### src/rtl/core_task_arbiter_if.sv
// Core-side and upstream handshake bundle of the task arbiter.
// master = arbiter view (drives upstream requests and core responses), slave = everything around it.
interface core_task_arbiter_if #(
   parameter int N_CORES = 4,
   parameter int TASK_W  = 128,
   parameter int SLOT_W  = 7,
   parameter int CHILD_W = 3,
   parameter int TT_W    = 4
);
   logic [N_CORES-1:0]              core_task_arvalid;
   logic [N_CORES-1:0][TT_W-1:0]    core_task_araddr;
   logic [N_CORES-1:0]              core_task_rvalid;
   logic [TASK_W-1:0]               core_task_rdata;
   logic [SLOT_W-1:0]               core_task_rslot;
   logic                            up_task_arvalid;
   logic [TT_W-1:0]                 up_task_araddr;
   logic                            up_task_rvalid;
   logic [TASK_W-1:0]               up_task_rdata;
   logic [SLOT_W-1:0]               up_task_rslot;
   logic [N_CORES-1:0]              core_finish_valid;
   logic [N_CORES-1:0][SLOT_W-1:0]  core_finish_slot;
   logic [N_CORES-1:0][CHILD_W-1:0] core_finish_num_children;
   logic [N_CORES-1:0]              core_finish_undo_log_write;
   logic [N_CORES-1:0]              core_finish_ready;
   logic                            up_finish_valid;
   logic                            up_finish_ready;
   logic [SLOT_W-1:0]               up_finish_slot;
   logic [CHILD_W-1:0]              up_finish_num_children;
   logic                            up_finish_undo_log_write;

   modport master (
      input  core_task_arvalid, core_task_araddr, up_task_rvalid, up_task_rdata, up_task_rslot,
             core_finish_valid, core_finish_slot, core_finish_num_children,
             core_finish_undo_log_write, up_finish_ready,
      output core_task_rvalid, core_task_rdata, core_task_rslot, up_task_arvalid, up_task_araddr,
             core_finish_ready, up_finish_valid, up_finish_slot, up_finish_num_children,
             up_finish_undo_log_write
   );

   modport slave (
      output core_task_arvalid, core_task_araddr, up_task_rvalid, up_task_rdata, up_task_rslot,
             core_finish_valid, core_finish_slot, core_finish_num_children,
             core_finish_undo_log_write, up_finish_ready,
      input  core_task_rvalid, core_task_rdata, core_task_rslot, up_task_arvalid, up_task_araddr,
             core_finish_ready, up_finish_valid, up_finish_slot, up_finish_num_children,
             up_finish_undo_log_write
   );
endinterface

### src/rtl/core_task_arbiter.sv
// Shares one task-dequeue port and one finish port among N_CORES cores using two
// independent round-robin arbiters whose grant stays locked until the transfer ends.
module core_task_arbiter #(
   parameter int N_CORES = 4,
   parameter int TASK_W  = 128,
   parameter int SLOT_W  = 7,
   parameter int CHILD_W = 3,
   parameter int TT_W    = 4
) (
   input logic               clk,
   input logic               rstn,
   core_task_arbiter_if.master bus
);
   localparam int PTR_W = $clog2(N_CORES);
   typedef logic [PTR_W-1:0] idx_t;

   typedef enum logic [1:0] {DQ_IDLE, DQ_REQ, DQ_RESP} dq_state_t;
   typedef enum logic       {FIN_IDLE, FIN_BUSY}       fin_state_t;

   // Lowest requester at or after ptr, wrapping; ptr itself if nobody asks.
   function automatic idx_t rr_pick(input logic [N_CORES-1:0] req, input idx_t ptr);
      idx_t win;
      idx_t cand;
      logic found;
      win   = ptr;
      found = 1'b0;
      for (int k = 0; k < N_CORES; k++) begin
         cand = idx_t'((int'(ptr) + k) % N_CORES);
         if (!found && req[cand]) begin
            win   = cand;
            found = 1'b1;
         end
      end
      return win;
   endfunction

   function automatic idx_t rr_next(input idx_t g);
      return (int'(g) == N_CORES - 1) ? '0 : g + idx_t'(1);
   endfunction

   // ---------------- dequeue path ----------------
   dq_state_t          dq_state, dq_state_nxt;
   idx_t               dq_gnt, dq_gnt_nxt, dq_ptr, dq_ptr_nxt;
   logic               dq_cap;
   logic [TASK_W-1:0]  rdata_q;
   logic [SLOT_W-1:0]  rslot_q;
   logic               up_arv;
   logic [TT_W-1:0]    up_addr;
   logic [N_CORES-1:0] core_rv;

   always_comb begin
      dq_state_nxt = dq_state;
      dq_gnt_nxt   = dq_gnt;
      dq_ptr_nxt   = dq_ptr;
      dq_cap       = 1'b0;
      up_arv       = 1'b0;
      up_addr      = '0;
      core_rv      = '0;
      case (dq_state)
         DQ_IDLE: if (|bus.core_task_arvalid) begin
            dq_gnt_nxt   = rr_pick(bus.core_task_arvalid, dq_ptr);
            dq_state_nxt = DQ_REQ;
         end
         DQ_REQ: begin
            up_arv  = bus.core_task_arvalid[dq_gnt];
            up_addr = bus.core_task_araddr[dq_gnt];
            if (up_arv && bus.up_task_rvalid) begin
               dq_cap       = 1'b1;
               dq_state_nxt = DQ_RESP;
            end else if (!bus.core_task_arvalid[dq_gnt]) begin
               dq_state_nxt = DQ_IDLE;
            end
         end
         DQ_RESP: begin
            core_rv[dq_gnt] = 1'b1;
            dq_ptr_nxt      = rr_next(dq_gnt);
            dq_state_nxt    = DQ_IDLE;
         end
         default: dq_state_nxt = DQ_IDLE;
      endcase
   end

   always_ff @(posedge clk or negedge rstn) begin
      if (!rstn) begin
         dq_state <= DQ_IDLE;
         dq_gnt   <= '0;
         dq_ptr   <= '0;
         rdata_q  <= '0;
         rslot_q  <= '0;
      end else begin
         dq_state <= dq_state_nxt;
         dq_gnt   <= dq_gnt_nxt;
         dq_ptr   <= dq_ptr_nxt;
         if (dq_cap) begin
            rdata_q <= bus.up_task_rdata;
            rslot_q <= bus.up_task_rslot;
         end
      end
   end

   assign bus.up_task_arvalid  = up_arv;
   assign bus.up_task_araddr   = up_addr;
   assign bus.core_task_rvalid = core_rv;
   assign bus.core_task_rdata  = rdata_q;
   assign bus.core_task_rslot  = rslot_q;

   // ---------------- finish path ----------------
   fin_state_t         fin_state, fin_state_nxt;
   idx_t               fin_gnt, fin_gnt_nxt, fin_ptr, fin_ptr_nxt;
   logic               f_valid, f_ulw;
   logic [SLOT_W-1:0]  f_slot;
   logic [CHILD_W-1:0] f_nc;
   logic [N_CORES-1:0] f_ready;

   always_comb begin
      fin_state_nxt = fin_state;
      fin_gnt_nxt   = fin_gnt;
      fin_ptr_nxt   = fin_ptr;
      f_valid       = 1'b0;
      f_ulw         = 1'b0;
      f_slot        = '0;
      f_nc          = '0;
      f_ready       = '0;
      case (fin_state)
         FIN_IDLE: if (|bus.core_finish_valid) begin
            fin_gnt_nxt   = rr_pick(bus.core_finish_valid, fin_ptr);
            fin_state_nxt = FIN_BUSY;
         end
         FIN_BUSY: begin
            f_valid          = bus.core_finish_valid[fin_gnt];
            f_slot           = bus.core_finish_slot[fin_gnt];
            f_nc             = bus.core_finish_num_children[fin_gnt];
            f_ulw            = bus.core_finish_undo_log_write[fin_gnt];
            f_ready[fin_gnt] = bus.up_finish_ready & f_valid;
            if (f_valid && bus.up_finish_ready) begin
               fin_ptr_nxt   = rr_next(fin_gnt);
               fin_state_nxt = FIN_IDLE;
            end else if (!f_valid) begin
               fin_state_nxt = FIN_IDLE;
            end
         end
         default: fin_state_nxt = FIN_IDLE;
      endcase
   end

   always_ff @(posedge clk or negedge rstn) begin
      if (!rstn) begin
         fin_state <= FIN_IDLE;
         fin_gnt   <= '0;
         fin_ptr   <= '0;
      end else begin
         fin_state <= fin_state_nxt;
         fin_gnt   <= fin_gnt_nxt;
         fin_ptr   <= fin_ptr_nxt;
      end
   end

   assign bus.core_finish_ready        = f_ready;
   assign bus.up_finish_valid          = f_valid;
   assign bus.up_finish_slot           = f_slot;
   assign bus.up_finish_num_children   = f_nc;
   assign bus.up_finish_undo_log_write = f_ulw;
endmodule

### src/flat_wrapper.sv
// flat-port wrapper written by rule: the top's interface ports become plain ports
module core_task_arbiter_flat 
#(
   parameter int N_CORES = 4,
   parameter int TASK_W  = 128,
   parameter int SLOT_W  = 7,
   parameter int CHILD_W = 3,
   parameter int TT_W    = 4
)
  (clk, rstn, bus_core_task_arvalid, bus_core_task_araddr, bus_up_task_rvalid, bus_up_task_rdata, bus_up_task_rslot, bus_core_finish_valid, bus_core_finish_slot, bus_core_finish_num_children, bus_core_finish_undo_log_write, bus_up_finish_ready, bus_core_task_rvalid, bus_core_task_rdata, bus_core_task_rslot, bus_up_task_arvalid, bus_up_task_araddr, bus_core_finish_ready, bus_up_finish_valid, bus_up_finish_slot, bus_up_finish_num_children, bus_up_finish_undo_log_write);
  core_task_arbiter_if #(.N_CORES(N_CORES), .TASK_W(TASK_W), .SLOT_W(SLOT_W), .CHILD_W(CHILD_W), .TT_W(TT_W)) bus_i ();
  input logic clk;
  input logic rstn;
  input wire logic [$bits(bus_i.core_task_arvalid)-1:0] bus_core_task_arvalid;
  input wire logic [$bits(bus_i.core_task_araddr)-1:0] bus_core_task_araddr;
  input wire logic [$bits(bus_i.up_task_rvalid)-1:0] bus_up_task_rvalid;
  input wire logic [$bits(bus_i.up_task_rdata)-1:0] bus_up_task_rdata;
  input wire logic [$bits(bus_i.up_task_rslot)-1:0] bus_up_task_rslot;
  input wire logic [$bits(bus_i.core_finish_valid)-1:0] bus_core_finish_valid;
  input wire logic [$bits(bus_i.core_finish_slot)-1:0] bus_core_finish_slot;
  input wire logic [$bits(bus_i.core_finish_num_children)-1:0] bus_core_finish_num_children;
  input wire logic [$bits(bus_i.core_finish_undo_log_write)-1:0] bus_core_finish_undo_log_write;
  input wire logic [$bits(bus_i.up_finish_ready)-1:0] bus_up_finish_ready;
  output wire logic [$bits(bus_i.core_task_rvalid)-1:0] bus_core_task_rvalid;
  output wire logic [$bits(bus_i.core_task_rdata)-1:0] bus_core_task_rdata;
  output wire logic [$bits(bus_i.core_task_rslot)-1:0] bus_core_task_rslot;
  output wire logic [$bits(bus_i.up_task_arvalid)-1:0] bus_up_task_arvalid;
  output wire logic [$bits(bus_i.up_task_araddr)-1:0] bus_up_task_araddr;
  output wire logic [$bits(bus_i.core_finish_ready)-1:0] bus_core_finish_ready;
  output wire logic [$bits(bus_i.up_finish_valid)-1:0] bus_up_finish_valid;
  output wire logic [$bits(bus_i.up_finish_slot)-1:0] bus_up_finish_slot;
  output wire logic [$bits(bus_i.up_finish_num_children)-1:0] bus_up_finish_num_children;
  output wire logic [$bits(bus_i.up_finish_undo_log_write)-1:0] bus_up_finish_undo_log_write;
  assign bus_i.core_task_arvalid = bus_core_task_arvalid;
  assign bus_i.core_task_araddr = bus_core_task_araddr;
  assign bus_i.up_task_rvalid = bus_up_task_rvalid;
  assign bus_i.up_task_rdata = bus_up_task_rdata;
  assign bus_i.up_task_rslot = bus_up_task_rslot;
  assign bus_i.core_finish_valid = bus_core_finish_valid;
  assign bus_i.core_finish_slot = bus_core_finish_slot;
  assign bus_i.core_finish_num_children = bus_core_finish_num_children;
  assign bus_i.core_finish_undo_log_write = bus_core_finish_undo_log_write;
  assign bus_i.up_finish_ready = bus_up_finish_ready;
  assign bus_core_task_rvalid = bus_i.core_task_rvalid;
  assign bus_core_task_rdata = bus_i.core_task_rdata;
  assign bus_core_task_rslot = bus_i.core_task_rslot;
  assign bus_up_task_arvalid = bus_i.up_task_arvalid;
  assign bus_up_task_araddr = bus_i.up_task_araddr;
  assign bus_core_finish_ready = bus_i.core_finish_ready;
  assign bus_up_finish_valid = bus_i.up_finish_valid;
  assign bus_up_finish_slot = bus_i.up_finish_slot;
  assign bus_up_finish_num_children = bus_i.up_finish_num_children;
  assign bus_up_finish_undo_log_write = bus_i.up_finish_undo_log_write;
  core_task_arbiter #(.N_CORES(N_CORES), .TASK_W(TASK_W), .SLOT_W(SLOT_W), .CHILD_W(CHILD_W), .TT_W(TT_W)) u_core (.clk(clk), .rstn(rstn), .bus(bus_i));
endmodule
### config.mk
export PLATFORM = sky130hd
export DESIGN_NAME = core_task_arbiter_flat
export DESIGN_NICKNAME = d
export VERILOG_FILES = /design/src/rtl/core_task_arbiter_if.sv /design/src/rtl/core_task_arbiter.sv /design/src/flat_wrapper.sv
export SDC_FILE = /design/constraint.sdc
export NUM_CORES = 1
export LEC_CHECK = 0
export ABC_CLOCK_PERIOD_IN_PS = 3400
export CAP_MARGIN = 10
export CORE_AREA = 2 2 144 146
export DETAILED_ROUTE_END_ITERATION = 10
export DIE_AREA = 0 0 146 148
export PLACE_DENSITY = 0.7
export RECOVER_POWER = 50
export SLEW_MARGIN = 5
export SYNTH_ARGS = -nofsm -noshare
export SYNTH_HDL_FRONTEND = slang
export SYNTH_SLANG_ARGS = --single-unit
### constraint.sdc
create_clock -name clk -period 3.4 [get_ports clk]
set_clock_uncertainty 0.2 [all_clocks]
set_input_delay 0.68 -clock clk [delete_from_list [all_inputs] [get_ports clk]]
set_output_delay 0.68 -clock clk [all_outputs]
set_load 0.03 [all_outputs]
* After elaboration in Yosys (flattened, before gate mapping)
Index checks and enable logic that the tools add are counted.
** Word-level totals
- Input bits :: 207
- Bits in registers :: 146
** Operators by class
- Order comparisons :: 12
- Bitwise gates (word level) :: 3
- Multiplexer cells :: 76
- Add/sub/neg operators :: 8
- Equality and inequality tests :: 6
- Reduce and logical (&&, ||, !) cells :: 23
** Operator list (number)
- two-way mux 1 bit :: 39
- less-than comparator 2 x 3 -> 1 bit (second input constant) :: 10
- binary-select mux 1 bit (select 2 bit) :: 11
- two-way mux 2 bit :: 11
- two-way mux 4 bit :: 4
- binary-select mux 7 bit (select 2 bit) :: 1
- two-way mux 7 bit :: 2
- logical AND 1 bit :: 10
- adder 2 x 1 -> 2 bit (second input constant) :: 4
- adder 2 bit (second input constant) :: 4
- binary-select mux 4 bit (select 2 bit) :: 1
- AND reduction 2 bit :: 4
- OR reduction 4 bit :: 2
- binary-select mux 3 bit (select 2 bit) :: 1
- == test 2 x 1 -> 1 bit (second input constant) :: 3
- zero test 1 bit :: 6
- two-way mux 3 bit :: 2
- bitwise AND 4 bit :: 1
- demux 1 bit (select 2 bit) :: 2
- >= comparator 2 x 1 -> 1 bit (second input constant) :: 2
- one-hot mux 2 bit (2 select lines) :: 1
- != test 3 bit (second input constant) :: 1
- == test 2 bit (second input constant) :: 1
- zero test 2 bit :: 1
- 4 further kinds :: 4

* Depth between registers and ports, before layout
- Depth after elaboration :: 18
- Mapped depth :: 7

* Worst setup path after synthesis
OpenSTA, ideal clock, no wires.
- Kind :: input port to output port
- Start :: in bus_core_finish_valid[3]
- End :: out bus_core_finish_ready[0]
- Arrival :: 1.713 ns
- Setup slack :: 0.807 ns
- Buffers on the path :: 1
- Stages :: 4
- Cells stage by stage :: mux4_2 and3_1 clkbuf_1 and2_1
** On the way
- Longest elaborated chain between the ends :: 5
** RTL lines
- start: declaration :: RTL line flat_wrapper.sv:19 : input wire logic [$bits(bus_i.core_finish_valid)-1:0] bus_core_finish_valid;
- binary-select mux 1 bit (select 2 bit) :: RTL line core_task_arbiter.sv:130 : f_valid = bus.core_finish_valid[fin_gnt];
- two-way mux 1 bit (implied by the code) :: RTL line core_task_arbiter.sv:130
- bitwise AND 1 bit :: RTL line core_task_arbiter.sv:134 : f_ready[fin_gnt] = bus.up_finish_ready & f_valid;
- bitwise AND 4 bit (no line)
- two-way mux 4 bit :: RTL line core_task_arbiter.sv:124 : case (fin_state)
- end: declaration :: RTL line flat_wrapper.sv:29 : output wire logic [$bits(bus_i.core_finish_ready)-1:0] bus_core_finish_ready;
Every way passes these cells. The select of a mux whose other input is x is not followed.

* Worst setup path after layout
- Start :: in bus_core_task_arvalid[2]
- End :: out bus_up_task_arvalid
** On the way
- Longest elaborated chain between the ends :: 3
** RTL lines
- start: declaration :: RTL line flat_wrapper.sv:14 : input wire logic [$bits(bus_i.core_task_arvalid)-1:0] bus_core_task_arvalid;
- binary-select mux 1 bit (select 2 bit) :: RTL line core_task_arbiter.sv:65 : up_arv = bus.core_task_arvalid[dq_gnt];
- two-way mux 1 bit (implied by the code) :: RTL line core_task_arbiter.sv:65
- two-way mux 1 bit :: RTL line core_task_arbiter.sv:59 : case (dq_state)
- end: declaration :: RTL line flat_wrapper.sv:27 : output wire logic [$bits(bus_i.up_task_arvalid)-1:0] bus_up_task_arvalid;
Every way passes these cells. The select of a mux whose other input is x is not followed.

==> impl_metrics.ini <==
[sta]
fmax_mhz = 298.8
min_period_ns = 3.347
rsz0062_at_grt = false
slew_viol_final = 75
finalHoldWorstSlack_ns = 0.2882
relSlewSlack_pct = -24.86
finalSetupViolCount = 0
worst_pin_slew_ns = 1.873
hold_violations = 0
min_period_over_period_pct = 98.44
setup_tns_ns = 0

[floorplanning]
rows = 52
io-pin-count = 367
core_mm2 = 0.02004
die_w_um = 146
start_util_pct = 32.44
die_h_um = 148
die_area_mm2 = 0.02161

[layout]
fin_nets = 1013
fillers = 1715
layout-drive-gt1-share_pct = 23.83
final_core_util_pct = 54.80
areaGrowthSynthToFinish_pct = 68.95

[setup_path]
critical_path_class = input port to primary output
critical-path-top-delay-family = buffers and inverters
critPathBufInv = 3
cp.required_ns = 2.52
endpoint_kind = primary output
crit_chain = dlygate4sd3_1, mux4_2, nand2_1, inv_1, clkdlybuf4s50_1
critical_path.max_fanout = 2
cpPeakStageDelay_ns = 0.59
worstPathArrival_ns = 2.47
start_kind = input port
crit_slowest_cell = clkdlybuf4s50_1

[route]
post_drt_wl_per_cell_um = 18.98
vias_per_cell = 4.625
drc = 0
drtIter0Drc = 161
first_pass_iters = 5
routed-via-count = 5009
totalWireLength_um = 20550
ant_nets = 0

[status]
status = complete, but fails checks
violations = capacitance limit, slew limit

[cts]
clockBufferDepth = 2
clk_latency_ns = 0.41
cts.sinks = 146
cts_hold_buf = 0
cts_setup_buffers = 0
ctsRootBufferMaster = clkbuf_16
path_clk_slew_ns = 0.06
cts_tree = done
h-tree-depth = 4
cts_made_buffers = 17

[power_and_ir_drop]
switchingPower_mw = 4.478
combPwrFrac_pct = 55.2
p_per_area_mw_per_mm2 = 1005
switching_share_pct = 40.58
p_seq_share_pct = 28.6
finalPower_mw = 11.03
power_frac_clock_pct = 16.2
ir_worst_vdd_v = 0.0005154
leakagePower_nw = 4.708
p_int_mw = 6.556

[yosys]
avgSynthCellArea_um2 = 15.62
synth_cell_types = 30
async_flop_share_pct = 100.0
ys_warn_count = 0
syn-cell-area_mm2 = 0.006500
synth_top_area_share_pct = 56.21
synth-seq-cells = 146
synth_seq_area_share_pct = 56.21
yosys-top-cells-area = dfrtp_1 56%, mux2_2 17%, mux2_4 9.0%
post_synth_most_frequent_cells = 146 x dfrtp_1, 97 x mux2_2, 39 x mux2_4
synth_most_common_cell = dfrtp_1
synth_area_leader_cell = dfrtp_1
synth_nets = 631
syn_inst = 416
ys.flop_type = dfrtp_1
synth_edf_count = 0

[grt]
grt_start_max_net_pins = 75
grtUsageTotal_pct = 18.92
grt_pass1_vias = 5526
overflow = 0
antenna_found_initial = 3
grt_pass1_wl_um = 31630

[place]
gp_congestion = 0.9524
io_buffers = 366
dp_hpwl_um = 16200

[run]
maxCapViolCount = 1

[hold_path]
hp-class = flip-flop to flip-flop
-- state kept, by name (all words and copies together) (netlist names) --
| register | cells |
|---|---|
| u_core.bus.core_task_rdata | 128 |
| u_core.fin_ptr | 2 |
| u_core.fin_gnt | 2 |
| u_core.dq_state | 2 |
| u_core.dq_ptr | 2 |
| u_core.dq_gnt | 2 |
| u_core.fin_state | 1 |
| u_core.bus.core_task_rslot | 7 |
-- repair_timing --
action	4_1_cts	5_1_grt
endpoints found under the setup margin	3	0
gates resized for setup	3	0
hold endpoints to repair	0	0
-- metrics by stage --
step	std cells	instance area [µm²]	setup slack, ns
after floorplan	416	6500	0.8066
after global placement	1049	10490	-0.06445
after detailed placement	1049	10490	-0.09790
after CTS	1080	11050	0.05993
after global routing	1083	10980	0.003541
final	1083	10980	0.05314
-- cell type report --
type                       count  area, µm²  area share (%)
timing repair buffer         385       3817           34.76
sequential                   146       3654           33.27
multi-input combinational    236       2560           23.31
clock buffer                  20      456.7           4.159
tap                          270      337.8           3.076
clock inverter                11      103.9          0.9457
inverter                      12      45.04          0.4102
antenna                        3      7.507         0.06836
-- power groups by stage --
stage                     Clock (mW)  Sequential (mW)  Combinational, mW
after floorplan                    0             4.74               2.11
after global routing            1.91             3.28               6.37
after global placement             0             3.14               6.26
after detailed placement           0             3.20               6.34
after CTS                       1.83             3.18               6.36
final                           1.78             3.16               6.09
-- cells by family (layout without fill, tap and decap cells) --
kind of cell    after synthesis  in the layout  synth area share (%)
compound gates               25             25                 2.387
buf+inv                      34            428                 4.004
simple gates                 50             50                 4.158
mux                         153            153                 31.70
fa+ha+maj                     8              8                 1.540
other cells                   0              3                     0
flops                       146            146                 56.21
-- cells in the final DEF, fill, tap and decap left out, types with 7 or more instances in the layout --
master and count:
and2_1 23, buf_4 12, clkbuf_16 17, clkdlybuf4s50_1 299, dfrtp_1 146, dlygate4sd3_1 62, ha_1 8, inv_1 12
mux2_1 7, mux2_2 97, mux2_4 32, mux4_2 17, nand2_1 10, nor2_1 8, o21ai_0 9
-- worst reg2reg max path: stages, from the launching register on --
cell and delay (ns):
dfrtp_1 0.64, mux4_2 0.58, buf_4 0.15, nand3_1 0.61, buf_12 0.34, mux2_2 0.39
-- metal layers --
layer  GRT usage [%]  vias up  part of all wire (%)
met1           18.87     2458                    35
li1                -     2248                     -
met2           35.54      260                    54
met5               0        -                     0
met3           6.574       43                   7.7
met4           8.252        0                   3.3
-- path summary, 6_finish.rpt --
check,to,from,slack (ns),cells past startpoint
min in group asynchronous,u_core.bus.core_task_rdata[100],rstn,0.57,1
worst min register to register,u_core.bus.core_task_rdata[124],u_core.bus.core_task_rdata[124],0.29,1
worst max-delay path,bus_up_task_arvalid,bus_core_task_arvalid[2],0.05,5
worst max register to register,u_core.bus.core_task_rdata[30],u_core.dq_gnt[0],0.37,5
worst min-delay path,u_core.bus.core_task_rdata[124],u_core.bus.core_task_rdata[124],0.29,1
max in group asynchronous,u_core.bus.core_task_rdata[42],rstn,0.63,2
No activity file was read; power rests on OpenSTA's default activity.
==> edit 1, RTL diff (same settings) <==
`TASK_W` is set to 128 in 3 places; all go to 256.
--- a/src/rtl/core_task_arbiter_if.sv
+++ b/src/rtl/core_task_arbiter_if.sv
@@ -2,7 +2,7 @@
 // master = arbiter view (drives upstream requests and core responses), slave = everything around it.
 interface core_task_arbiter_if #(
    parameter int N_CORES = 4,
-   parameter int TASK_W  = 128,
+   parameter int TASK_W  = 256,
    parameter int SLOT_W  = 7,
    parameter int CHILD_W = 3,
    parameter int TT_W    = 4
--- a/src/rtl/core_task_arbiter.sv
+++ b/src/rtl/core_task_arbiter.sv
@@ -2,7 +2,7 @@
 // independent round-robin arbiters whose grant stays locked until the transfer ends.
 module core_task_arbiter #(
    parameter int N_CORES = 4,
-   parameter int TASK_W  = 128,
+   parameter int TASK_W  = 256,
    parameter int SLOT_W  = 7,
    parameter int CHILD_W = 3,
    parameter int TT_W    = 4
--- a/src/flat_wrapper.sv
+++ b/src/flat_wrapper.sv
@@ -2,7 +2,7 @@
 module core_task_arbiter_flat 
 #(
    parameter int N_CORES = 4,
-   parameter int TASK_W  = 128,
+   parameter int TASK_W  = 256,
    parameter int SLOT_W  = 7,
    parameter int CHILD_W = 3,
    parameter int TT_W    = 4
Interface: changed (resized bus_core_task_rdata and bus_up_task_rdata); port bits go from 367 to 623. The function was not compared with the original's and may differ.
==> edit 1 against the original RTL <==
- the flow now stops in I/O pin placement
- synthesized area is 86% higher
==> edit 1: results (changes against the original RTL) <==
The proportion of synthesized flip-flops having asynchronous set or reset works out to 1.00 (unchanged). In the post-synthesis netlist, the biggest area contributors are dfrtp_1, mux2_4, buf_12. The sequential fraction of the synthesis area was 0.566 (+0.00398). The number of unique standard cell types used by synthesis is 30 (unchanged).

The run stopped with a tool error. The Yosys warning count was 0 (unchanged). The run ended at I/O pin placement.

The commonest cells after synthesis are dfrtp_1, mux2_4, mux2_2. Post-synth net total: 1030 (+63%). The number of synthesized register bits is 274 (+88%).

The tools report the cell count after synthesis as 687 (+65%). The tool reported: "[ERROR PPL-0024] Number of IO pins (623) exceeds maximum number of available positions (524). Increase the die perimeter from 588.00um to 847.28um". Number of enable-type register cells in the synthesized netlist: 0 (unchanged).
-- edit 1: cell types whose count changed after synthesis, sizes merged --
cell / unedited run / this run
nor2b: 3 / 4
a221oi: 2 / 3
o211ai: 1 / 0
nand2b: 1 / 2
nand3b: 1 / 0
buf: 18 / 32
mux2: 136 / 264
nor2: 8 / 9
o22ai: 2 / 1
dfrtp: 146 / 274
-- edit 1: cells by family after synthesis --
| logic type | Yosys count | synth area share |
|---|---|---|
| compound gates | 24 | 0.0124 |
| fa+ha+maj | 8 | 0.00826 |
| buf+inv | 48 | 0.0499 |
| flops | 274 | 0.566 |
| mux | 281 | 0.339 |
| simple gates | 52 | 0.0241 |
==> edit 2, RTL diff (config.mk and constraints unchanged) <==
Made on the original files. The 3 states of `dq_state_t` get a one-hot encoding in 3 bits.
--- a/src/rtl/core_task_arbiter.sv
+++ b/src/rtl/core_task_arbiter.sv
@@ -14,7 +14,7 @@
    localparam int PTR_W = $clog2(N_CORES);
    typedef logic [PTR_W-1:0] idx_t;
 
-   typedef enum logic [1:0] {DQ_IDLE, DQ_REQ, DQ_RESP} dq_state_t;
+   typedef enum logic [2:0] {DQ_IDLE = 3'b001, DQ_REQ = 3'b010, DQ_RESP = 3'b100} dq_state_t;
    typedef enum logic       {FIN_IDLE, FIN_BUSY}       fin_state_t;
 
    // Lowest requester at or after ptr, wrapping; ptr itself if nobody asks.
Behaviour: same outputs for any inputs over 4 cycles, from zero or initial values and one cycle with rstn low; so few cycles prove little.
==> edit 2 against the original RTL <==
- the run still ends with max-capacitance violations, max-slew violations left
- clock power up 3%
- non-clock buffer count down 1
- synthesized area up 0.13%
- wire length down 5.6%
- sequential cell count up 1
- sequential power down 1%
- worst setup slack better by 62 ps
- synthesized cell count down 0.24%
- total power down 4.7%
- register-to-register slack better by 310 ps
- final area up 0.60%
- first-iteration DRC count down 25%
- critical path depth down 1
==> edit 2: results (changes against the original RTL) <==
Total length of routed met3 wires: 1.64 mm (+3.3%). The number of global-route vias before repair was 5639 (+2.0%); the wire length of the first global-routing pass was 30.6 mm (-3.3%). The post-synth net total is 630 (-0.16%).

The worst supply voltage drop on vdd was 0.528 mV (+2.5%). The checks that failed: max-capacitance violations, max-slew violations. The flow ran to the end, but the final reports show violations. The total number of vias was 4951 (-1.2%). The filler cell count was 1738 (+1.3%); the routed length on met1 was 6.99 mm (-1.6%). For the number of inserted diodes, the log shows 0 (-3).

The number of unique standard cell types used by synthesis was 35 (+17%). The relative contribution of the clock network to total power was 0.174 (+0.012); the global-route track usage on met3 was 0.0667 (+0.000926). The number of DRC markers after the initial detailed-route iteration is 121 (-25%), and the number of maximum-capacitance constraint violations is 1 (unchanged). The amount of wire on met2 after detailed routing came out at 10.3 mm (-7.6%). Yosys attributes the largest share of cell area to dfrtp_1, mux2_2, mux2_4. The pin count of the biggest net entering global routing is 83 (+11%).

The tools report the cell total after placement as 1048 (-0.095%). The logs give 82 (+9.3%) for the final max-slew violation count and 0.335 (-0.0208) for the global-route track usage on met2. For the timing-limited maximum frequency, the log shows 0.304 GHz (+1.9%). The combinational fraction of design power came out at 0.529 (-0.023).

The power attributed to combinational cells was 5.56 mW (-8.7%). For the reg2reg setup slack, the log shows 680 ps (+310 ps). The logs give 4.80 nW (+1.9%) for the leakage power summed over all cells and 1080 (-0.28%) for the final standard cell count with taps included and fillers excluded. The total track usage is 0.181 (-0.00800).

The run gives 284 ps (-3.74 ps) as the worst hold slack after final layout.
edit 2: cell types whose count changed in the layout (fill, tap and decap cells not counted), moves of 3 or more:
cell,before,now
mux2_1,7,13
dlygate4sd3_1,62,69
diode_2,3,0
clkdlybuf4s50_1,299,291
buf_12,3,6
and2_1,23,19
nor2b_1,3,9
mux2_4,32,26
inv_8,0,3
buf_4,12,9
nand2_1,10,7
edit 2: area by class of cell:
cell class / count / area, sq um / area share
clock buffer: 17 / 425 / 0.0385
clock inverter: 15 / 148 / 0.0134
inverter: 10 / 37.5 / 0.00340
multi-input combinational: 237 / 2570 / 0.233
sequential: 147 / 3680 / 0.333
tap: 270 / 338 / 0.0306
timing repair buffer: 384 / 3850 / 0.348
edit 2: repair_timing:
action / 4_1_cts / 5_1_grt
endpoints found under the setup margin: 4 / 0
hold buffers: 0 / 0
gates resized for setup: 4 / 0
edit 2: path summary, 6_finish.rpt:
path                                                      from                              end  cells past startpoint
worst max-delay path                         u_core.fin_gnt[0]            bus_up_finish_slot[1]                      4
worst min-delay path            u_core.bus.core_task_rdata[95]   u_core.bus.core_task_rdata[95]                      1
worst max register to register                u_core.dq_gnt[0]  u_core.bus.core_task_rdata[114]                      5
worst min register to register  u_core.bus.core_task_rdata[95]   u_core.bus.core_task_rdata[95]                      1
max in group asynchronous                                 rstn   u_core.bus.core_task_rdata[35]                      2
min in group asynchronous                                 rstn   u_core.bus.core_task_rdata[14]                      1
edit 2: cells by family (layout without fill, tap and decap cells):
logic type / count (synthesis) / after routing / synth area share
fa+ha+maj: 8 / 8 / 0.0154
mux: 155 / 155 / 0.312
simple gates: 53 / 53 / 0.0502
flops: 147 / 147 / 0.565
compound gates: 21 / 21 / 0.0188
buf+inv: 31 / 426 / 0.0381
